**config.mk**
```make
export PLATFORM = sky130hd
export DESIGN_NAME = mc_ram_sync
export DESIGN_NICKNAME = d
export VERILOG_FILES = /design/src/rtl/mc_ram_pkg.sv /design/src/rtl/mc_ram_clear_ctrl.sv /design/src/rtl/mc_ram_sync.sv
export SDC_FILE = /design/constraint.sdc
export NUM_CORES = 1
export LEC_CHECK = 0
export ABC_AREA = 1
export CAP_MARGIN = 20
export CORE_MARGIN = 4
export CORE_UTILIZATION = 45
export CTS_CLUSTER_DIAMETER = 40
export DETAILED_ROUTE_END_ITERATION = 10
export MAX_ROUTING_LAYER = met4
export PLACE_DENSITY_LB_ADDON = 0.1
export SETUP_SLACK_MARGIN = 0.05
export SLEW_MARGIN = 20
export SYNTH_ARGS = -nofsm -noshare
export SYNTH_HDL_FRONTEND = slang
export SYNTH_SLANG_ARGS = --single-unit
```
**constraint.sdc**
```tcl
create_clock -name clk -period 6.2 [get_ports clk]
set_input_delay 1.24 -clock clk [delete_from_list [all_inputs] [get_ports clk]]
set_output_delay 1.24 -clock clk [all_outputs]
set_load 0.02 [all_outputs]
```
**src/rtl/mc_ram_pkg.sv**
```systemverilog
// Shared definitions for the MC14500B clocked scratch/flag RAM.
//   ram_state_e : clear-sweep controller states
//   MAX_WORD    : widest data word parity_f accepts
//   parity_f    : even parity (XOR-reduce) of a zero-extended data word
package mc_ram_pkg;

    typedef enum logic {RAM_CLEAR, RAM_IDLE} ram_state_e;

    localparam int MAX_WORD = 64;

    // Callers zero-extend narrower words, which leaves the XOR unchanged.
    function automatic logic parity_f(input logic [MAX_WORD-1:0] data);
        return ^data;
    endfunction

endpackage

```
**src/rtl/mc_ram_clear_ctrl.sv**
```systemverilog
// Zero-fill sweep controller for mc_ram_sync.
// After reset, this block walks every address once, writing zero to each. It then parks in IDLE.
// Ports:
//   clk      in   clock
//   rst      in   synchronous active-high reset; the sweep restarts from address 0
//   busy     out  high while the sweep is in progress
//   clr_we   out  write strobe for the sweep write
//   clr_addr out  address the sweep writes this cycle
module mc_ram_clear_ctrl
    import mc_ram_pkg::*;
#(
    parameter int SIZE_LOG = 8
) (
    input  logic                clk,
    input  logic                rst,
    output logic                busy,
    output logic                clr_we,
    output logic [SIZE_LOG-1:0] clr_addr
);

    ram_state_e          state_q, state_d;
    logic [SIZE_LOG-1:0] addr_q, addr_d;

    always_ff @(posedge clk) begin
        if (rst) begin
            state_q <= RAM_CLEAR;
            addr_q  <= '0;
        end else begin
            state_q <= state_d;
            addr_q  <= addr_d;
        end
    end

    always_comb begin
        state_d = state_q;
        addr_d  = addr_q;
        busy    = 1'b0;
        clr_we  = 1'b0;
        unique case (state_q)
            RAM_CLEAR: begin
                busy   = 1'b1;
                clr_we = 1'b1;
                addr_d = addr_q + 1'b1;
                // The write to the last address ends the sweep.
                if (&addr_q) begin
                    state_d = RAM_IDLE;
                end
            end
            RAM_IDLE: ;
            default: state_d = RAM_CLEAR;
        endcase
    end

    assign clr_addr = addr_q;

endmodule

```
**src/rtl/mc_ram_sync.sv**
```systemverilog
// Single-clock simple-dual-port scratch/flag RAM for the MC14500B system.
// Reads are registered with a 1-cycle latency. The array is zero-filled after every reset.
// Optional feature macro: RAM_PARITY_EN adds one stored parity bit per word,
// the par_inject input and the parity_err output.
// Ports:
//   clk, rst          clock; synchronous active-high reset
//   we, waddr, wdata  write port (ignored while busy)
//   re, raddr         read request (ignored while busy)
//   rdata, rvalid     registered read data; rvalid pulses for one cycle for each accepted read
//   busy              clear sweep in progress
//   par_inject        (RAM_PARITY_EN) invert the stored parity of this write
//   parity_err        (RAM_PARITY_EN) parity mismatch on the delivered read
module mc_ram_sync
    import mc_ram_pkg::*;
#(
    parameter int WORD        = 1,
    parameter int SIZE_LOG    = 8,
    parameter int WRITE_FIRST = 1
) (
    input  logic                clk,
    input  logic                rst,
    input  logic                we,
    input  logic [SIZE_LOG-1:0] waddr,
    input  logic [WORD-1:0]     wdata,
    input  logic                re,
    input  logic [SIZE_LOG-1:0] raddr,
    output logic [WORD-1:0]     rdata,
    output logic                rvalid,
    output logic                busy
`ifdef RAM_PARITY_EN
    ,
    input  logic                par_inject,
    output logic                parity_err
`endif
);

    localparam int SIZE = 2 ** SIZE_LOG;
    localparam bit WF   = (WRITE_FIRST != 0);

    logic                clr_we;
    logic [SIZE_LOG-1:0] clr_addr;

    mc_ram_clear_ctrl #(
        .SIZE_LOG (SIZE_LOG)
    ) u_clear_ctrl (
        .clk      (clk),
        .rst      (rst),
        .busy     (busy),
        .clr_we   (clr_we),
        .clr_addr (clr_addr)
    );

    logic [WORD-1:0] mem [SIZE];

    // The sweep owns the write port while busy.
    logic                w_en;
    logic [SIZE_LOG-1:0] w_addr;
    logic [WORD-1:0]     w_data;
    logic                rd_en;
    logic                bypass;
    logic [WORD-1:0]     rd_word;

    always_comb begin
        w_en    = busy ? clr_we : we;
        w_addr  = busy ? clr_addr : waddr;
        w_data  = busy ? '0 : wdata;
        rd_en   = re && !busy;
        bypass  = WF && we && (waddr == raddr);
        rd_word = bypass ? wdata : mem[raddr];
    end

    always_ff @(posedge clk) begin
        if (w_en) begin
            mem[w_addr] <= w_data;
        end
    end

    always_ff @(posedge clk) begin
        if (rst) begin
            rdata  <= '0;
            rvalid <= 1'b0;
        end else begin
            rvalid <= rd_en;
            if (rd_en) begin
                rdata <= rd_word;
            end
        end
    end

`ifdef RAM_PARITY_EN
    logic mem_par [SIZE];
    logic user_par;
    logic w_par;
    logic rd_par;

    always_comb begin
        user_par = parity_f(MAX_WORD'(wdata)) ^ par_inject;
        w_par    = busy ? 1'b0 : user_par;
        rd_par   = bypass ? user_par : mem_par[raddr];
    end

    always_ff @(posedge clk) begin
        if (w_en) begin
            mem_par[w_addr] <= w_par;
        end
    end

    always_ff @(posedge clk) begin
        if (rst) begin
            parity_err <= 1'b0;
        end else begin
            parity_err <= rd_en && (parity_f(MAX_WORD'(rd_word)) != rd_par);
        end
    end
`endif

endmodule

```
==> results of run 1 <==
==> state kept, by name, indices dropped and copies added, names as in the netlist <==
signal	count
rvalid	1
u_clear_ctrl.state_q	1
rdata	1
mem	256
u_clear_ctrl.clr_addr	8
==> logic make-up (layout without fill, tap and decap cells) <==
logic type / after synthesis / in the layout / synth area share
AND/OR/NAND/NOR: 883 / 883 / 0.301
flip-flops: 267 / 267 / 0.623
buffers and inverters: 141 / 153 / 0.0586
XOR/XNOR: 5 / 5 / 0.00345
AO/OA/AOI/OAI: 21 / 21 / 0.0132
adder cells (fa/ha/maj): 1 / 1 / 0.000985
==> per-stage QoR <==
step | setup WS (ps) | instance area [µm²] | power, W | util | std cells
CTS | 2590 | 14200 | 0.00441 | 0.513 | 1708
detailed placement | 2050 | 12900 | 0.00221 | 0.466 | 1640
floorplan | 1410 | 12700 | 0.00213 | - | 1318
global placement | 2080 | 12900 | 0.00221 | 0.466 | 1640
global route | 2290 | 14200 | 0.00450 | 0.513 | 1708
finish | 2560 | 14200 | 0.00438 | 0.513 | 1708
==> cell usage in the layout, fill, tap and decap left out, types with 4 or more instances in the layout <==
master,synthesis,final
nand2_1,300,300
nor2_1,291,291
edfxtp_1,256,256
nand3_1,255,255
inv_1,44,42
clkbuf_16,0,42
clkdlybuf4s50_1,0,21
buf_4,20,11
dfxtp_1,11,11
clkinv_2,0,9
nand2_2,8,8
a21oi_1,8,8
nor3_1,8,8
clkinv_1,2,6
xor2_1,5,5
inv_4,3,4
nor2_4,4,4
nor2_8,4,4
nand2_4,4,4
inv_6,0,4
o21ai_0,4,4
bufinv_16,0,4
==> Yosys cell counts, drive strengths merged <==
| library cell | instances |
|---|---|
| a21oi | 9 |
| a31oi | 1 |
| buf | 78 |
| clkbuf | 11 |
| clkinv | 2 |
| dfxtp | 11 |
| edfxtp | 256 |
| ha | 1 |
| inv | 50 |
| nand2 | 312 |
| nand3 | 256 |
| nand4 | 2 |
| nor2 | 301 |
| nor3 | 9 |
| o21a | 1 |
| o21ai | 9 |
| o21bai | 1 |
| or2 | 3 |
| xor2 | 5 |
==> final timing paths <==
kind                                         startpoint                                     to  slack [ps]
hold reg to reg   u_clear_ctrl.clr_addr[0]$_SDFFE_PP0N_  u_clear_ctrl.clr_addr[0]$_SDFFE_PP0N_         510
hold / removal    u_clear_ctrl.clr_addr[0]$_SDFFE_PP0N_  u_clear_ctrl.clr_addr[0]$_SDFFE_PP0N_         510
setup / recovery                               raddr[0]                     rdata$_SDFFE_PP0P_        2560
setup reg to reg        u_clear_ctrl.state_q$_SDFF_PP0_                     mem[221]$_DFFE_PP_        3090
==> per-layer routing <==
layer | part of all wire | vias to the layer above | wire length (µm)
met5 | 0 | - | 0
met2 | 0.47 | 310 | 15800
li1 | - | 4380 | -
met1 | 0.44 | 4516 | 15000
met4 | 0.019 | 0 | 645
met3 | 0.071 | 46 | 2410
==> critical path: stages <==
cell     delay, ps
buf_4          300
inv_4          740
buf_4          460
nand2_1        100
nand3_1         80
nand3_1        130
nand3_1        120
nand3_1        160
nand3_1        160
nand2_1         80
nand2_1         60
nand3_1         70
nand3_1         80
nand2_1         60
a21oi_1        130
==> power by group through the flow <==
stage / registers, W / logic (W) / clock network [W]
floorplan: 0.00199 / 0.000143 / 0
global placement: 0.00199 / 0.000219 / 0
detailed placement: 0.00199 / 0.000219 / 0
CTS: 0.00195 / 0.000220 / 0.00224
global route: 0.00195 / 0.000241 / 0.00231
finish: 0.00195 / 0.000219 / 0.00221
==> cell type report <==
class,instances,area (µm²),share of cell area
Multi-Input combinational cell,910,4050,0.284
Sequential cell,267,7910,0.555
Timing Repair Buffer,33,298,0.0209
Clock buffer,44,1060,0.0743
Inverter,52,211,0.0148
Clock inverter,24,249,0.0175
Tap cell,378,473,0.0332
==> summary.txt, run 1 <==
Worst setup path
  – Worst setup EP type: register
  – CP arrival: 4080 ps
  – Max FO, Critical Path: 78
  – Worst Path Required: 6640 ps
  – Reg2reg path depth: 9
  – CP Launch Type: input port
  – Crit Path Category: input port to register

Routing
  – Detailed-route via count: 9252
  – Wirelength per Cell: 19.8 µm
  – Avg Vias per Cell: 5.42
  – Iter 0 DRT Violations: 952
  – DRT Pass-1 Iters: 5
  – Antenna-violating nets left: 0
  – Remaining DRCs: 0
  – WL final: 33900 µm

GRT
  – Congestion Overflow GR: 0
  – Number of global-route vias before repair: 8795
  – Met1 GRT Util: 0.311
  – Global Route met2 Usage: 0.351
  – Initial antenna violation count: 0
  – First-pass GRT wire length: 51800 µm
  – Largest net degree at the start of global routing: 164
  – Total GRT Usage: 0.224
  – GRT busiest layer: met2
  – GR Util met3: 0.0351

Timing
  – Final hold vios: 0
  – Relative slew slack: 0.277
  – Worst hold margin: 506 ps
  – Pins Over Slew Limit: 0
  – Fmax: 0.275 GHz
  – Slew @ Worst Pin: 1080 ps
  – Tmin final: 3640 ps
  – Post-Route Skew: 12.2 ps
  – Final setup violation count: 0
  – Period utilisation layout: 0.587
  – RSZ-0062 raised after global routing: no
  – Sum Neg Setup Slack: 0 ps

Cells and area
  – Fill count: 2672
  – Layout cells sized above 1: 0.0842
  – Inserted Diodes: 0
  – Area delta synth->final: 12.2%
  – # nets final: 1326

Floorplanning
  – IO Count: 24
  – Die W: 176 µm
  – Core area: 0.0278 mm²
  – Cell row count: 61
  – Initial Utilization: 0.457
  – Die area: 0.0310 mm²
  – Die height: 176 µm

Logic synthesis
  – Synth top area cells: edfxtp_1, nand3_1, nand2_1
  – Synth Register Bits: 267
  – Syn Inst Count: 1318
  – Register area share after synthesis: 0.623
  – Cell area after synthesis: 0.0127 mm²
  – Yosys top cell by area: edfxtp_1
  – Top cell type's share of synthesized area: 0.605
  – Synth warn: 0
  – Syn Area/Cell: 9.64 µm²
  – Synth unique cells: 36
  – Syn Nets: 1340

Clocking
  – CTS buffer count: 40
  – CTS tree: yes
  – Post-CTS Setup Bufs: 0
  – Num Clock Sinks: 267
  – CTS max path bufs: 3
  – Worst-path clk slew: 50 ps
  – Root buf cell: clkbuf_16
  – H-Tree Depth: 2
  – CTS resizes: 0
  – Hold-fix buffers, CTS: 0
  – Clk_lat worst skew: 520 ps

Power and ir drop
  – Pwr Density: 307 mW/mm²
  – NetSw: 0.000970 W
  – Internal: 0.00341 W
  – Comb pwr share: 0.050
  – Switching Fraction: 0.221
  – Max VDD drop: 214 µV
  – Clock power frac: 0.504
  – Leakage: 5.01 nW
  – Reg power frac: 0.446

Place
  – PortBufs: 23
  – Hpwl dp: 19000 µm
  – GP Congestion: 0.867

Hold path
  – Hold Path Class: register to register
  – Hold depth: 2

Status
  – Status: finished clean

Job
  – Max cap viols: 0
Power figures use the tool's default switching activity.
==> inputs of run 2 (changes only) <==
- clock period: 6.2 -> 2.9 ns (I/O delays scaled with it)
==> run 2 against run 1 <==
Die area is the same. Largest cell class unchanged. Setup slack lost 2200 ps. Register-to-register slack lost 2700 ps. Cell count grew 2.3%. Count of clock-buffer cells in the layout shrank 2. Wire length grew 0.52%. First-iteration DRC count shrank 15%. Utilization grew 1.4 points. Design area grew 2.8%. Non-clock buffer count grew 35.
==> summary.txt, run 2 (synthesis gave the netlist of run 1 again) <==
Floorplanning
  – Die W: 176 µm (unchanged)
  – Die height: 176 µm (unchanged)
  – IO Count: 24 (unchanged)
  – Die area: 0.0310 mm² (unchanged)
  – Cell row count: 61 (unchanged)
  – Initial Utilization: 0.457 (unchanged)
  – Core area: 0.0278 mm² (unchanged)

Power and ir drop
  – Leakage: 5.20 nW (+3.7%)
  – Pwr Density: 630 mW/mm² (+110%)
  – Max VDD drop: 421 µV (+97%)

Hold path
  – Hold Path Class: register to register
  – Hold depth: 2 (unchanged)
  – Min-delay src: rdata$_SDFFE_PP0P_
  – Hold EP: rdata$_SDFFE_PP0P_

Worst setup path
  – RR Startpoint: u_clear_ctrl.state_q$_SDFF_PP0_
  – Crit Path Category: register to output pin
  – Worst Path Required: 2320 ps (-4320 ps)
  – CP arrival: 2000 ps (-2080 ps)
  – CP max stage delay: 700 ps (-40 ps)
  – Slowest cell on crit path: dfxtp_1
  – Worst setup EP type: output pin
  – R2r setup slk: 430 ps (-2660 ps)
  – Reg2reg path depth: 10 (+1)
  – Max FO, Critical Path: 13 (-83%)
  – Worst-path cell chain: inv_4 > clkdlybuf4s50_1
  – Reg-to-Reg End: mem[212]$_DFFE_PP_
  – CP Launch Type: register

Routing
  – Wirelength per Cell: 19.5 µm (-1.7%)
  – Detailed-route via count: 9327 (+0.81%)
  – Antenna-violating nets left: 0 (unchanged)
  – DRT Pass-1 Iters: 5 (unchanged)
  – Remaining DRCs: 0 (unchanged)
  – Avg Vias per Cell: 5.34 (-1.4%)
  – WL final: 34000 µm (+0.52%)
  – Iter 0 DRT Violations: 809 (-15%)

Clocking
  – Root buf cell: clkbuf_16
  – CTS tree: yes
  – CTS max path bufs: 3 (unchanged)
  – Hold-fix buffers, CTS: 0 (unchanged)
  – H-Tree Depth: 2 (unchanged)
  – Worst-path clk slew: 50 ps (about the same)
  – Post-CTS Setup Bufs: 0 (unchanged)
  – CTS buffer count: 40 (unchanged)
  – CTS resizes: 0 (unchanged)
  – Num Clock Sinks: 267 (unchanged)
  – Clk_lat worst skew: 530 ps (about the same)

Cells and area
  – Most common cell after layout, fill and taps aside: nand2_1
  – # nets final: 1361 (+2.6%)
  – Layout cells sized above 1: 0.110 (+0.0261)
  – Design Area, Final: 0.0146 mm² (+2.8%)
  – Fin util: 0.527 (+0.0143)
  – Area delta synth->final: 15.3%
  – Most frequent cells in the layout: nand2_1, nor2_1, edfxtp_1
  – Multi-input gate area: 0.00407 mm² (+0.40%)
  – Fill count: 2578 (-3.5%)
  – Seq. cell area: 0.00791 mm² (unchanged)
  – Number of flip-flops in the largest register: 256 (unchanged)
  – Inserted Diodes: 0 (unchanged)
  – Biggest register: mem

Timing
  – Slew @ Worst Pin: 641 ps (-443 ps)
  – Relative slew slack: 0.572 (+0.295)
  – Pins Over Slew Limit: 0 (unchanged)
  – RSZ-0062 raised after global routing: no
  – Period utilisation layout: 0.890
  – Tmin final: 2580 ps
  – Final setup violation count: 0 (unchanged)
  – Fmax: 0.387 GHz
  – Post-Route Skew: 12.5 ps (+0.283 ps)
  – Final hold vios: 0 (unchanged)

GRT
  – First-pass GRT wire length: 53300 µm (+2.9%)
  – Congestion Overflow GR: 0 (unchanged)
  – Largest net degree at the start of global routing: 64 (-61%)
  – Number of global-route vias before repair: 9098 (+3.4%)
  – Initial antenna violation count: 0 (unchanged)
  – Total GRT Usage: 0.232 (+0.00748)

Place
  – Hpwl dp: 20600 µm (+8.1%)
  – GP Congestion: 0.860 (-0.78%)
  – PortBufs: 23 (unchanged)
  – Post-DP Area: 0.0134 mm² (+3.4%)

Job
  – Max cap viols: 0 (unchanged)

Status
  – Status: finished clean
==> run 2: how the worst max path moves through the flow <==
stage	startpoint	endpoint	slack (ps)
floorplan	wdata	mem[0]$_DFFE_PP_	-160
global placement	raddr[3]	rdata$_SDFFE_PP0P_	250
detailed placement	raddr[3]	rdata$_SDFFE_PP0P_	250
CTS	u_clear_ctrl.state_q$_SDFF_PP0_	busy	290
global route	u_clear_ctrl.state_q$_SDFF_PP0_	mem[213]$_DFFE_PP_	210
finish	u_clear_ctrl.state_q$_SDFF_PP0_	busy	320
==> run 2: area by class of cell <==
type                    instances  area share
clock buffers                  42      0.0703
repair buffers                 68      0.0490
flip-flops and latches        267       0.540
inverters                      52      0.0143
multi-input cells             910       0.278
well taps                     378      0.0323
clock inverters                30      0.0165
==> run 2: critical path, delay by kind of cell, from the launching register on <==
| family | cells | cell delay [ps] |
|---|---|---|
| flops | 1 | 700 |
| buf+inv | 2 | 770 |
==> run 2: through the flow <==
stage / setup slack (ps) / hold WS, ps / TNS [ps] / instances / total power (W)
floorplan: -160 / 468 / -40890 / 1318 / 0.00456
global placement: 246 / 452 / 0 / 1675 / 0.00476
detailed placement: 247 / 455 / 0 / 1675 / 0.00476
CTS: 287 / 463 / 0 / 1747 / 0.00930
global route: 208 / 485 / 0 / 1747 / 0.00953
finish: 319 / 461 / 0 / 1747 / 0.00923
==> run 2: metal layers <==
layer / up-vias / wire length (µm) / global-route usage
met1: 4514 / 14900 / 0.317
li1: 4467 / - / -
met3: 49 / 2270 / 0.0403
met4: 0 / 605 / 0.0591
met5: - / 0 / -
met2: 297 / 16200 / 0.365
==> run 2: power breakdown <==
part	internal, W	switching [W]
Sequential	0.00417	0.00000542
Clock	0.00278	0.00177
Combinational	0.000156	0.000351
Total	0.00711	0.00212
==> inputs of run 3 (changes only) <==
- CORE_MARGIN: 4 -> 2
==> run 3 against run 2 <==
Sequential share of layout area decreased by 0.064 points. Maximum frequency is 12% higher. Combinational power grew 0.8%. Utilization grew 0.063 points. Wire length down 0.85%. Critical path depth unchanged. Clock power increased by 5.9%. Flip-flop and latch count unchanged. Total power is 2.9% higher. Register-to-register slack better by 190 ps. Largest cell class unchanged.
==> summary.txt, run 3 (synthesis gave the netlist of run 1 again) <==
Hold path
  – Hold Path Class: register to register

Clocking
  – Root buf cell: clkbuf_16
  – Clk_lat worst skew: 540 ps (about the same)
  – CTS max path bufs: 3 (unchanged)
  – CTS tree: yes
  – Worst-path clk slew: 50 ps (about the same)
  – Num Clock Sinks: 267 (unchanged)
  – Post-CTS Setup Bufs: 0 (unchanged)
  – H-Tree Depth: 2 (unchanged)
  – CTS buffer count: 41 (+2.5%)
  – Hold-fix buffers, CTS: 0 (unchanged)
  – CTS resizes: 0 (unchanged)

Routing
  – Remaining DRCs: 0 (unchanged)
  – Wirelength per Cell: 19.3 µm (-0.80%)
  – Detailed-route via count: 9310 (-0.18%)
  – Iter 0 DRT Violations: 788 (-2.6%)
  – DRT Pass-1 Iters: 5 (unchanged)
  – Antenna-violating nets left: 0 (unchanged)
  – Avg Vias per Cell: 5.33 (-0.13%)
  – WL final: 33700 µm (-0.85%)

Place
  – Placed insts: 1670 (-0.30%)
  – Hpwl dp: 19600 µm (-4.4%)
  – Dpl ws: 285 ps (+38.2 ps)
  – PortBufs: 23 (unchanged)
  – GP Congestion: 0.862 (+0.23%)

Power and ir drop
  – NetSw: 0.00226 W (+6.4%)
  – Reg power frac: 0.440 (-0.013)
  – Max VDD drop: 479 µV (+14%)
  – Internal: 0.00724 W (+1.9%)
  – Comb pwr share: 0.054 (about the same)
  – Pwr Density: 648 mW/mm² (+2.8%)
  – Clock power frac: 0.506 (+0.014)
  – Leakage: 5.21 nW (+0.14%)
  – Switching Fraction: 0.238 (+0.00764)

Cells and area
  – Multi-input gate area: 0.00407 mm² (unchanged)
  – Most common cell after layout, fill and taps aside: nand2_1
  – Fill count: 2607 (+1.1%)
  – Finished Layout Cells: 1746 (-0.057%)
  – Inserted Diodes: 0 (unchanged)
  – Most frequent cells in the layout: nand2_1, nor2_1, edfxtp_1
  – Layout cells sized above 1: 0.108 (-0.00211)
  – Seq. cell area: 0.00791 mm² (unchanged)
  – Number of flip-flops in the largest register: 256 (unchanged)
  – Biggest register: mem
  – # nets final: 1357 (-0.29%)
  – Area delta synth->final: 15.4%

Floorplanning
  – Cell row count: 61 (unchanged)
  – Die W: 172 µm (-2.3%)
  – Core area: 0.0278 mm² (unchanged)
  – Initial Utilization: 0.457 (unchanged)
  – IO Count: 24 (unchanged)
  – Die area: 0.0296 mm² (-4.5%)
  – Die height: 172 µm (-2.3%)

Timing
  – Sum Neg Setup Slack: 0 ps (unchanged)
  – Final hold vios: 0 (unchanged)
  – Worst hold margin: 489 ps (+27.4 ps)
  – Final setup violation count: 0 (unchanged)
  – Tmin final: 2310 ps (-270 ps)
  – Relative slew slack: 0.628 (+0.0563)
  – Post-Route Skew: 9.42 ps (-3.11 ps)
  – Worst setup margin: 589 ps (+270 ps)
  – Slew @ Worst Pin: 557 ps (-84.4 ps)
  – Fmax: 0.433 GHz (+12%)
  – Pins Over Slew Limit: 0 (unchanged)
  – Period utilisation layout: 0.797 (-0.0933)
  – RSZ-0062 raised after global routing: no

Worst setup path
  – CP Launch Type: register
  – Worst setup EP type: output pin
  – Worst Path Required: 2320 ps (about the same)
  – CP arrival: 1730 ps (-270 ps)
  – R2r setup slk: 620 ps (+190 ps)
  – Crit Path Category: register to output pin
  – Max FO, Critical Path: 13 (unchanged)

Job
  – Max cap viols: 0 (unchanged)

GRT
  – Congestion Overflow GR: 0 (unchanged)
  – Total GRT Usage: 0.241 (+0.00904)
  – Number of global-route vias before repair: 9054 (-0.48%)
  – Largest net degree at the start of global routing: 87 (+36%)
  – Initial antenna violation count: 0 (unchanged)
  – First-pass GRT wire length: 52000 µm (-2.4%)

Status
  – Status: finished clean
-- run 3: changes by cell type in the layout (fill, tap and decap cells not counted), sizes merged --
cell and change:
clkinv +2, bufinv +1, clkinvlp -1, clkbuf +2, buf -5
-- run 3: cell type report --
type | count | share of cell area
Inverter | 52 | 0.0143
Multi-Input combinational cell | 910 | 0.277
Clock inverter | 32 | 0.0214
Clock buffer | 44 | 0.0707
Tap cell | 378 | 0.0323
Sequential cell | 267 | 0.539
Timing Repair Buffer | 63 | 0.0447
-- run 3: power by group through the flow --
| stage | sequential [W] | clock (W) | combinational [W] |
|---|---|---|---|
| finish | 0.00418 | 0.00481 | 0.000512 |
| global placement | 0.00425 | 0 | 0.000510 |
| floorplan | 0.00425 | 0 | 0.000306 |
| CTS | 0.00418 | 0.00486 | 0.000512 |
| detailed placement | 0.00425 | 0 | 0.000510 |
| global route | 0.00418 | 0.00502 | 0.000557 |
-- run 3: final timing paths --
path	from	endpoint	cells past startpoint
max reg2reg	u_clear_ctrl.state_q$_SDFF_PP0_	mem[189]$_DFFE_PP_	9
max	u_clear_ctrl.state_q$_SDFF_PP0_	busy	2
min	rdata$_SDFFE_PP0P_	rdata$_SDFFE_PP0P_	2
min reg2reg	rdata$_SDFFE_PP0P_	rdata$_SDFFE_PP0P_	2
-- run 3: layer usage --
metal,vias up,global-route usage,share of wire
met5,-,-,0
li1,4448,-,-
met4,0,0.0658,0.021
met2,271,0.381,0.47
met3,61,0.0362,0.061
met1,4530,0.327,0.45
-- run 3: per-stage QoR --
step	total power, W	cell area (µm²)	utilization
finish	0.00950	14700	0.528
global route	0.00976	14700	0.528
CTS	0.00955	14700	0.528
detailed placement	0.00477	13300	0.479
global placement	0.00476	13300	0.479
floorplan	0.00456	12700	-
-- run 3: worst max-delay path, cell delays in order (launching register included) --
cell and delay, ps:
dfxtp_1 390, inv_4 170, clkdlybuf4s50_1 630
